`config.mk`:
```
export PLATFORM = sky130hd
export DESIGN_NAME = sram_bus_arbiter
export DESIGN_NICKNAME = d
export VERILOG_FILES = /design/src/rtl/sram_bus_arbiter.sv
export SDC_FILE = /design/constraint.sdc
export NUM_CORES = 1
export LEC_CHECK = 0
export ABC_AREA = 1
export CORE_AREA = 2 2 124 126
export DETAILED_ROUTE_END_ITERATION = 8
export DIE_AREA = 0 0 126 128
export HOLD_SLACK_MARGIN = 0.15
export PLACE_DENSITY_LB_ADDON = 0.25
export SLEW_MARGIN = 20
export SYNTH_ARGS = -nofsm -noshare
export SYNTH_HDL_FRONTEND = slang
export SYNTH_SLANG_ARGS = --single-unit
```
`constraint.sdc`:
```
create_clock -name clk -period 3.04 [get_ports clk]
set_input_delay 0.304 -clock clk [delete_from_list [all_inputs] [get_ports clk]]
set_output_delay 0.304 -clock clk [all_outputs]
set_load 0.005 [all_outputs]
```
`src/rtl/sram_bus_arbiter.sv`:
```
// Two-master (inst/data) arbiter onto a single SRAM-style bus, one transaction in flight.
// Data wins ties unless it has starved inst for STARVE_LIMIT consecutive grants.
module sram_bus_arbiter #(
  parameter int unsigned STARVE_LIMIT = 4
) (
  input  logic        clk,
  input  logic        resetn,

  input  logic        inst_req,
  input  logic        inst_wr,
  input  logic [1:0]  inst_size,
  input  logic [3:0]  inst_wstrb,
  input  logic [31:0] inst_addr,
  input  logic [31:0] inst_wdata,
  output logic        inst_addr_ok,
  output logic        inst_data_ok,
  output logic [31:0] inst_rdata,

  input  logic        data_req,
  input  logic        data_wr,
  input  logic [1:0]  data_size,
  input  logic [3:0]  data_wstrb,
  input  logic [31:0] data_addr,
  input  logic [31:0] data_wdata,
  output logic        data_addr_ok,
  output logic        data_data_ok,
  output logic [31:0] data_rdata,

  output logic        bus_req,
  output logic        bus_wr,
  output logic [1:0]  bus_size,
  output logic [3:0]  bus_wstrb,
  output logic [31:0] bus_addr,
  output logic [31:0] bus_wdata,
  input  logic        bus_addr_ok,
  input  logic        bus_data_ok,
  input  logic [31:0] bus_rdata
);

  localparam logic [2:0] Limit = 3'(STARVE_LIMIT);

  typedef enum logic [1:0] {StIdle, StAddr, StData} state_e;

  state_e     state_q, state_d;
  logic       grant_data_q, grant_data_d;
  logic [2:0] streak_q, streak_d;
  logic       pick_data;

  assign pick_data = data_req && (!inst_req || (streak_q < Limit));

  always_ff @(posedge clk) begin
    if (!resetn) begin
      state_q      <= StIdle;
      grant_data_q <= 1'b0;
      streak_q     <= 3'd0;
    end else begin
      state_q      <= state_d;
      grant_data_q <= grant_data_d;
      streak_q     <= streak_d;
    end
  end

  always_comb begin
    state_d      = state_q;
    grant_data_d = grant_data_q;
    streak_d     = streak_q;
    unique case (state_q)
      StIdle: begin
        if (inst_req || data_req) begin
          state_d      = StAddr;
          grant_data_d = pick_data;
          // Streak only counts data grants that actually made inst wait.
          if (pick_data && inst_req) begin
            streak_d = (streak_q < Limit) ? streak_q + 3'd1 : streak_q;
          end else begin
            streak_d = 3'd0;
          end
        end
      end
      StAddr: begin
        if (bus_addr_ok) state_d = StData;
      end
      StData: begin
        if (bus_data_ok) state_d = StIdle;
      end
      default: state_d = StIdle;
    endcase
  end

  // Outputs are gated by resetn so nothing leaks while reset is held mid-transaction.
  always_comb begin
    bus_req      = 1'b0;
    bus_wr       = 1'b0;
    bus_size     = 2'd0;
    bus_wstrb    = 4'd0;
    bus_addr     = 32'd0;
    bus_wdata    = 32'd0;
    inst_addr_ok = 1'b0;
    data_addr_ok = 1'b0;
    inst_data_ok = 1'b0;
    data_data_ok = 1'b0;
    if (resetn) begin
      if (state_q == StAddr) begin
        bus_req = 1'b1;
        if (grant_data_q) begin
          bus_wr    = data_wr;
          bus_size  = data_size;
          bus_wstrb = data_wstrb;
          bus_addr  = data_addr;
          bus_wdata = data_wdata;
        end else begin
          bus_wr    = inst_wr;
          bus_size  = inst_size;
          bus_wstrb = inst_wstrb;
          bus_addr  = inst_addr;
          bus_wdata = inst_wdata;
        end
        inst_addr_ok = bus_addr_ok && !grant_data_q;
        data_addr_ok = bus_addr_ok && grant_data_q;
      end
      if (state_q == StData) begin
        inst_data_ok = bus_data_ok && !grant_data_q;
        data_data_ok = bus_data_ok && grant_data_q;
      end
    end
  end

  assign inst_rdata = bus_rdata;
  assign data_rdata = bus_rdata;

endmodule

```
==> results.py, run 1 <==
metrics = {
    "placement": {
        "dp_worst_setup_slack_ps": 697,
        "gp_congestion": 0.799,
        "dpl.hpwl_mm": 7.32,
        "numPortBuffers": 223,
    },
    "pwr": {
        "power_leakage_nw": 1.47,
        "ir_drop_uv": 142,
        "power_density_nw_per_um2": 208,
    },
    "timing": {
        "worst_slew_pin_slew_ps": 595,
        "whs_ps": 476,
        "setup_viol": 0,
        "slew_headroom": 0.603,
        "layout_setup_ws_ps": 504,
        "rsz0062_at_grt": "no",
        "tns_ps": 0,
        "hold_viol_final": 0,
        "slew_viol_final": 0,
        "fin_skew_ps": 0.837,
        "min_period_ps": 2540,
        "fmax_ghz": 0.394,
        "period_share": 0.834,
    },
    "cells_and_area": {
        "fillers": 1656,
        "final_cell_mix": "clkdlybuf4s50_1, nand2_1, a21oi_2",
        "post-route-util": 0.269,
        "area_delta_synth_final_pct": 98.0,
        "multi_input_area_sq_um": 1240,
        "regArea_sq_um": 121,
        "n_antenna_cell": 0,
        "layout-drive-gt1-share": 0.123,
        "mostFrequentLayoutCell": "clkdlybuf4s50_1",
        "finalNetCount": 677,
    },
    "cts": {
        "cts_tree": "done",
        "cts_hold_buf": 0,
        "clk_latency_ps": 220,
        "cts.sinks": 6,
        "post_cts_buffers": 0,
        "htree_levels": 1,
        "clock-root-buffer": "clkbuf_16",
        "cts_buffers": 3,
        "cts_buffer_depth": 2,
        "cts.clk_slew.worst_paths_ps": 30,
        "ctsResizeCount": 0,
    },
    "logic_synthesis": {
        "synth.top_cell.area_share": 0.286,
        "yosys-top-cells-area": "nand2_1, buf_4, a21oi_2, a21oi_1, dfxtp_1",
        "syn_nets": 532,
        "synth.avg_cell_area_sq_um": 5.76,
        "netlist_instances": 351,
        "netlist_area_sq_um": 2020,
        "synth_area_leader_cell": "nand2_1",
        "ys_types": 17,
        "yosysWarningCount": 0,
        "yosys_register_bits": 6,
        "yosysSeqAreaShare": 0.0594,
    },
    "routing": {
        "wl_mm": 9.27,
        "drt_pass1_iterations": 6,
        "vias": 2595,
        "drt_iter0_drc": 89,
        "wl_per_cell_um": 13.6,
        "drcViolationCount": 0,
        "avgViaCountPerCell": 3.80,
        "ant_nets": 0,
    },
    "die": {
        "start_util": 0.136,
        "die_w_um": 126,
        "pin_count": 320,
        "coreArea_sq_um": 14900,
        "row_count": 45,
        "die_h_um": 128,
        "dieArea_sq_um": 16100,
    },
    "global_route": {
        "antenna_found_initial": 0,
        "grt_pass1_vias": 2572,
        "grt_max_degree": 76,
        "grt_pass1_wl_mm": 14.1,
        "track_usage": 0.106,
        "grt_remaining_overflow": 0,
    },
    "flow_run": {
        "max-cap-violations": 0,
    },
    "setup_path": {
        "crit_path_end_kind": "output pin",
        "crit_required_ps": 2740,
        "cp.arrival_ps": 2230,
        "path_class": "flop to output pin",
        "crit_fanout": 54,
        "crit_path_start_kind": "flop",
    },
    "status": {
        "status": "complete, no violations",
    },
    "min_path": {
        "hold_path_class": "flop to flop",
    },
}
critical path, cell delays in order, from the launching register on:
cell	delay [ps]
dfxtp_2	560
buf_4	550
nand2_1	170
a21oi_2	170
clkdlybuf4s50_1	510
state kept, by name (all words and copies together), names as in the netlist:
signal / cells
streak_q: 3
state_q: 2
grant_data_q: 1
where the power goes:
| group | internal (mW) | total, mW | switching, mW |
|---|---|---|---|
| logic | 0.305 | 0.522 | 0.218 |
| registers | 0.0858 | 0.0974 | 0.0116 |
| clock network | 0.169 | 0.211 | 0.0425 |
final timing paths:
check	startpoint	to	slack, ps	cells past startpoint
setup reg to reg	grant_data_q	grant_data_q	1570	3
setup / recovery	grant_data_q	bus_wdata[28]	500	4
hold reg to reg	streak_q[1]	streak_q[1]	480	2
hold / removal	streak_q[1]	streak_q[1]	480	2
metrics by stage:
step | power, mW | cell area, sq um | instances
after floorplan | 0.372 | 2020 | 351
final | 0.831 | 4000 | 682
after CTS | 0.846 | 4000 | 682
after global routing | 0.897 | 4000 | 682
after detailed placement | 0.627 | 3930 | 679
after global placement | 0.623 | 3930 | 679
final cells by class:
type,count,share of cell area
clock buffers,3,0.0188
inverters,10,0.00938
multi-input cells,248,0.311
flip-flops and latches,6,0.0303
well taps,188,0.0588
repair buffers,227,0.572
synth_stat cells, drive strengths merged:
cell / n
nand2: 154
buf: 80
a21oi: 75
inv: 10
nor2: 8
clkbuf: 7
dfxtp: 6
nor3: 4
nand4: 3
o21ai: 2
ha: 1
nand3: 1
layer usage:
layer  global-route usage  part of all wire  vias up
met4               0.0278             0.023        0
met2                0.196              0.53      108
met5                    0                 0        -
li1                     -                 -     1331
met3               0.0188             0.062       32
met1                0.126              0.39     1124
cell families (layout without fill, tap and decap cells):
kind of cell	after synthesis	after routing	synth area share
AO/OA/AOI/OAI	77	77	0.282
adder cells (fa/ha/maj)	1	1	0.00619
AND/OR/NAND/NOR	170	170	0.324
flip-flops	6	6	0.0594
buffers and inverters	97	240	0.329
(Power assumes the default switching activity.)
==> run 2, diff against run 1 <==
==> constraint.sdc (replaced) <==
create_clock -name clk -period 2.04 [get_ports clk]
set_input_delay 0.204 -clock clk [delete_from_list [all_inputs] [get_ports clk]]
set_output_delay 0.204 -clock clk [all_outputs]
set_load 0.005 [all_outputs]
==> run 2 against run 1 <==
Sequential share of layout area fell by 0.097 points. Critical endpoint is now bus_wdata[30]. First-iteration DRC count is 20% lower. Global-route usage is 0.15 points lower. Die area is the same. Count of clock-buffer cells in the layout is the same. Hold slack worse by 68 ps. Largest cell class unchanged. Clock power grew 50%. Critical path depth is 1 higher.
==> results.py, run 2 (same netlist as run 1, synthesis figures left out) <==
metrics = {
    "global_route": {
        "grt_pass1_wl_mm": 13.8,
        "antenna_found_initial": 0,
        "grt_max_degree": 41,
        "track_usage": 0.105,
        "grt_pass1_vias": 2630,
        "grt_remaining_overflow": 0,
    },
    "cts": {
        "htree_levels": 1,
        "clock-root-buffer": "clkbuf_16",
        "cts_hold_buf": 0,
        "cts_buffer_depth": 2,
        "cts_tree": "done",
        "clk_latency_ps": 230,
        "cts.clk_slew.worst_paths_ps": 30,
        "cts.sinks": 6,
        "cts_buffers": 3,
    },
    "setup_path": {
        "cp.arrival_ps": 1730,
        "crit_fanout": 40,
        "crit_path_end_kind": "output pin",
        "crit_required_ps": 1840,
        "crit_path_start_kind": "flop",
        "path_class": "flop to output pin",
    },
    "die": {
        "row_count": 45,
        "coreArea_sq_um": 14900,
        "die_w_um": 126,
        "die_h_um": 128,
        "dieArea_sq_um": 16100,
        "start_util": 0.136,
        "pin_count": 320,
    },
    "routing": {
        "vias": 2661,
        "avgViaCountPerCell": 3.86,
        "drt-met1-wl_mm": 3.70,
        "wl_mm": 9.38,
        "ant_nets": 0,
        "wl_per_cell_um": 13.6,
        "dr_wl_met2_mm": 4.84,
        "routed.top_layer": "met4",
        "drt_iter0_drc": 71,
        "drt_pass1_iterations": 4,
        "wl_met3_um": 599,
        "drcViolationCount": 0,
    },
    "placement": {
        "place_area_sq_um": 4020,
        "gp_congestion": 0.821,
        "numPortBuffers": 223,
        "dpl.hpwl_mm": 7.60,
    },
    "cells_and_area": {
        "layout-drive-gt1-share": 0.141,
        "finalNetCount": 685,
        "top_register": "streak_q",
        "mostFrequentLayoutCell": "clkdlybuf4s50_1",
        "fillers": 1645,
        "n_antenna_cell": 0,
        "area_delta_synth_final_pct": 105,
        "fin_area_sq_um": 4130,
        "final_cell_mix": "clkdlybuf4s50_1, nand2_1, a21oi_2",
        "reg.largest.list": "streak_q: 3 flops, state_q: 2 flops, grant_data_q: 1 flops",
        "largest_register_ffs": 3,
    },
    "pwr": {
        "power_density_nw_per_um2": 310,
        "ir_drop_uv": 220,
        "power_leakage_nw": 1.60,
        "total_power_mw": 1.28,
    },
    "status": {
        "status": "complete, no violations",
    },
    "timing": {
        "setup_viol": 0,
        "slew_headroom": 0.682,
        "fin_skew_ps": 2.33,
        "rsz0062_at_grt": "yes",
        "min_period_ps": 1930,
        "worst_slew_pin_slew_ps": 472,
        "slew_viol_final": 0,
        "hold_viol_final": 0,
        "whs_ps": 408,
        "fmax_ghz": 0.517,
        "period_share": 0.948,
    },
    "min_path": {
        "hold_path_class": "input port to output pin",
    },
    "flow_run": {
        "max-cap-violations": 0,
    },
}
==> run 2: critical path: stages (launching register included) <==
cell and delay [ps]:
dfxtp_2 340, inv_2 170, buf_12 230, nand2_1 90
a21oi_2 130, clkdlybuf4s50_1 520
==> run 2: routing by layer <==
layer / GRT usage / vias to the layer above
li1: - / 1349
met1: 0.124 / 1169
met2: 0.192 / 109
met3: 0.0200 / 34
met4: 0.0291 / 0
met5: 0 / -
==> run 2: path summary, 6_finish.rpt <==
check                     start             end  slack, ps  cells after the start
setup reg to reg     state_q[1]     streak_q[2]        990                      5
hold reg to reg     streak_q[1]     streak_q[1]        470                      2
setup / recovery   grant_data_q   bus_wdata[30]        110                      5
hold / removal    bus_rdata[13]  data_rdata[13]        410                      0
==> run 2: what timing repair did <==
| item | in CTS | in global routing |
|---|---|---|
| endpoints found under the setup margin | 0 | 36 |
| hold endpoints to repair | 0 | 0 |
| buffers inserted | 0 | 2 |
| resized for setup | 0 | 7 |
==> run 2: area by class of cell <==
class                           instances  area, sq um  area share
Tap cell                              188          235      0.0569
Clock buffer                            3         75.1      0.0182
Inverter                               10         37.5     0.00908
Timing Repair Buffer                  235         2410       0.583
Multi-Input combinational cell        248         1260       0.304
Sequential cell                         6          121      0.0294
==> run 2: metrics by stage <==
step	worst slack [ps]	instances	TNS, ps	util
floorplan	911	351	0	-
global placement	118	685	0	0.270
detailed placement	75.8	685	0	0.270
CTS	42.7	688	0	0.276
global route	-1.07	690	-1.07	0.278
finish	107	690	0	0.278
==> run 2: power by group <==
| part | switching (mW) | internal (mW) | leakage (nW) |
|---|---|---|---|
| Sequential | 0.0102 | 0.128 | 0.0496 |
| Combinational | 0.342 | 0.485 | 1.51 |
| Clock | 0.0652 | 0.251 | 0.0370 |
| Total | 0.417 | 0.864 | 1.60 |
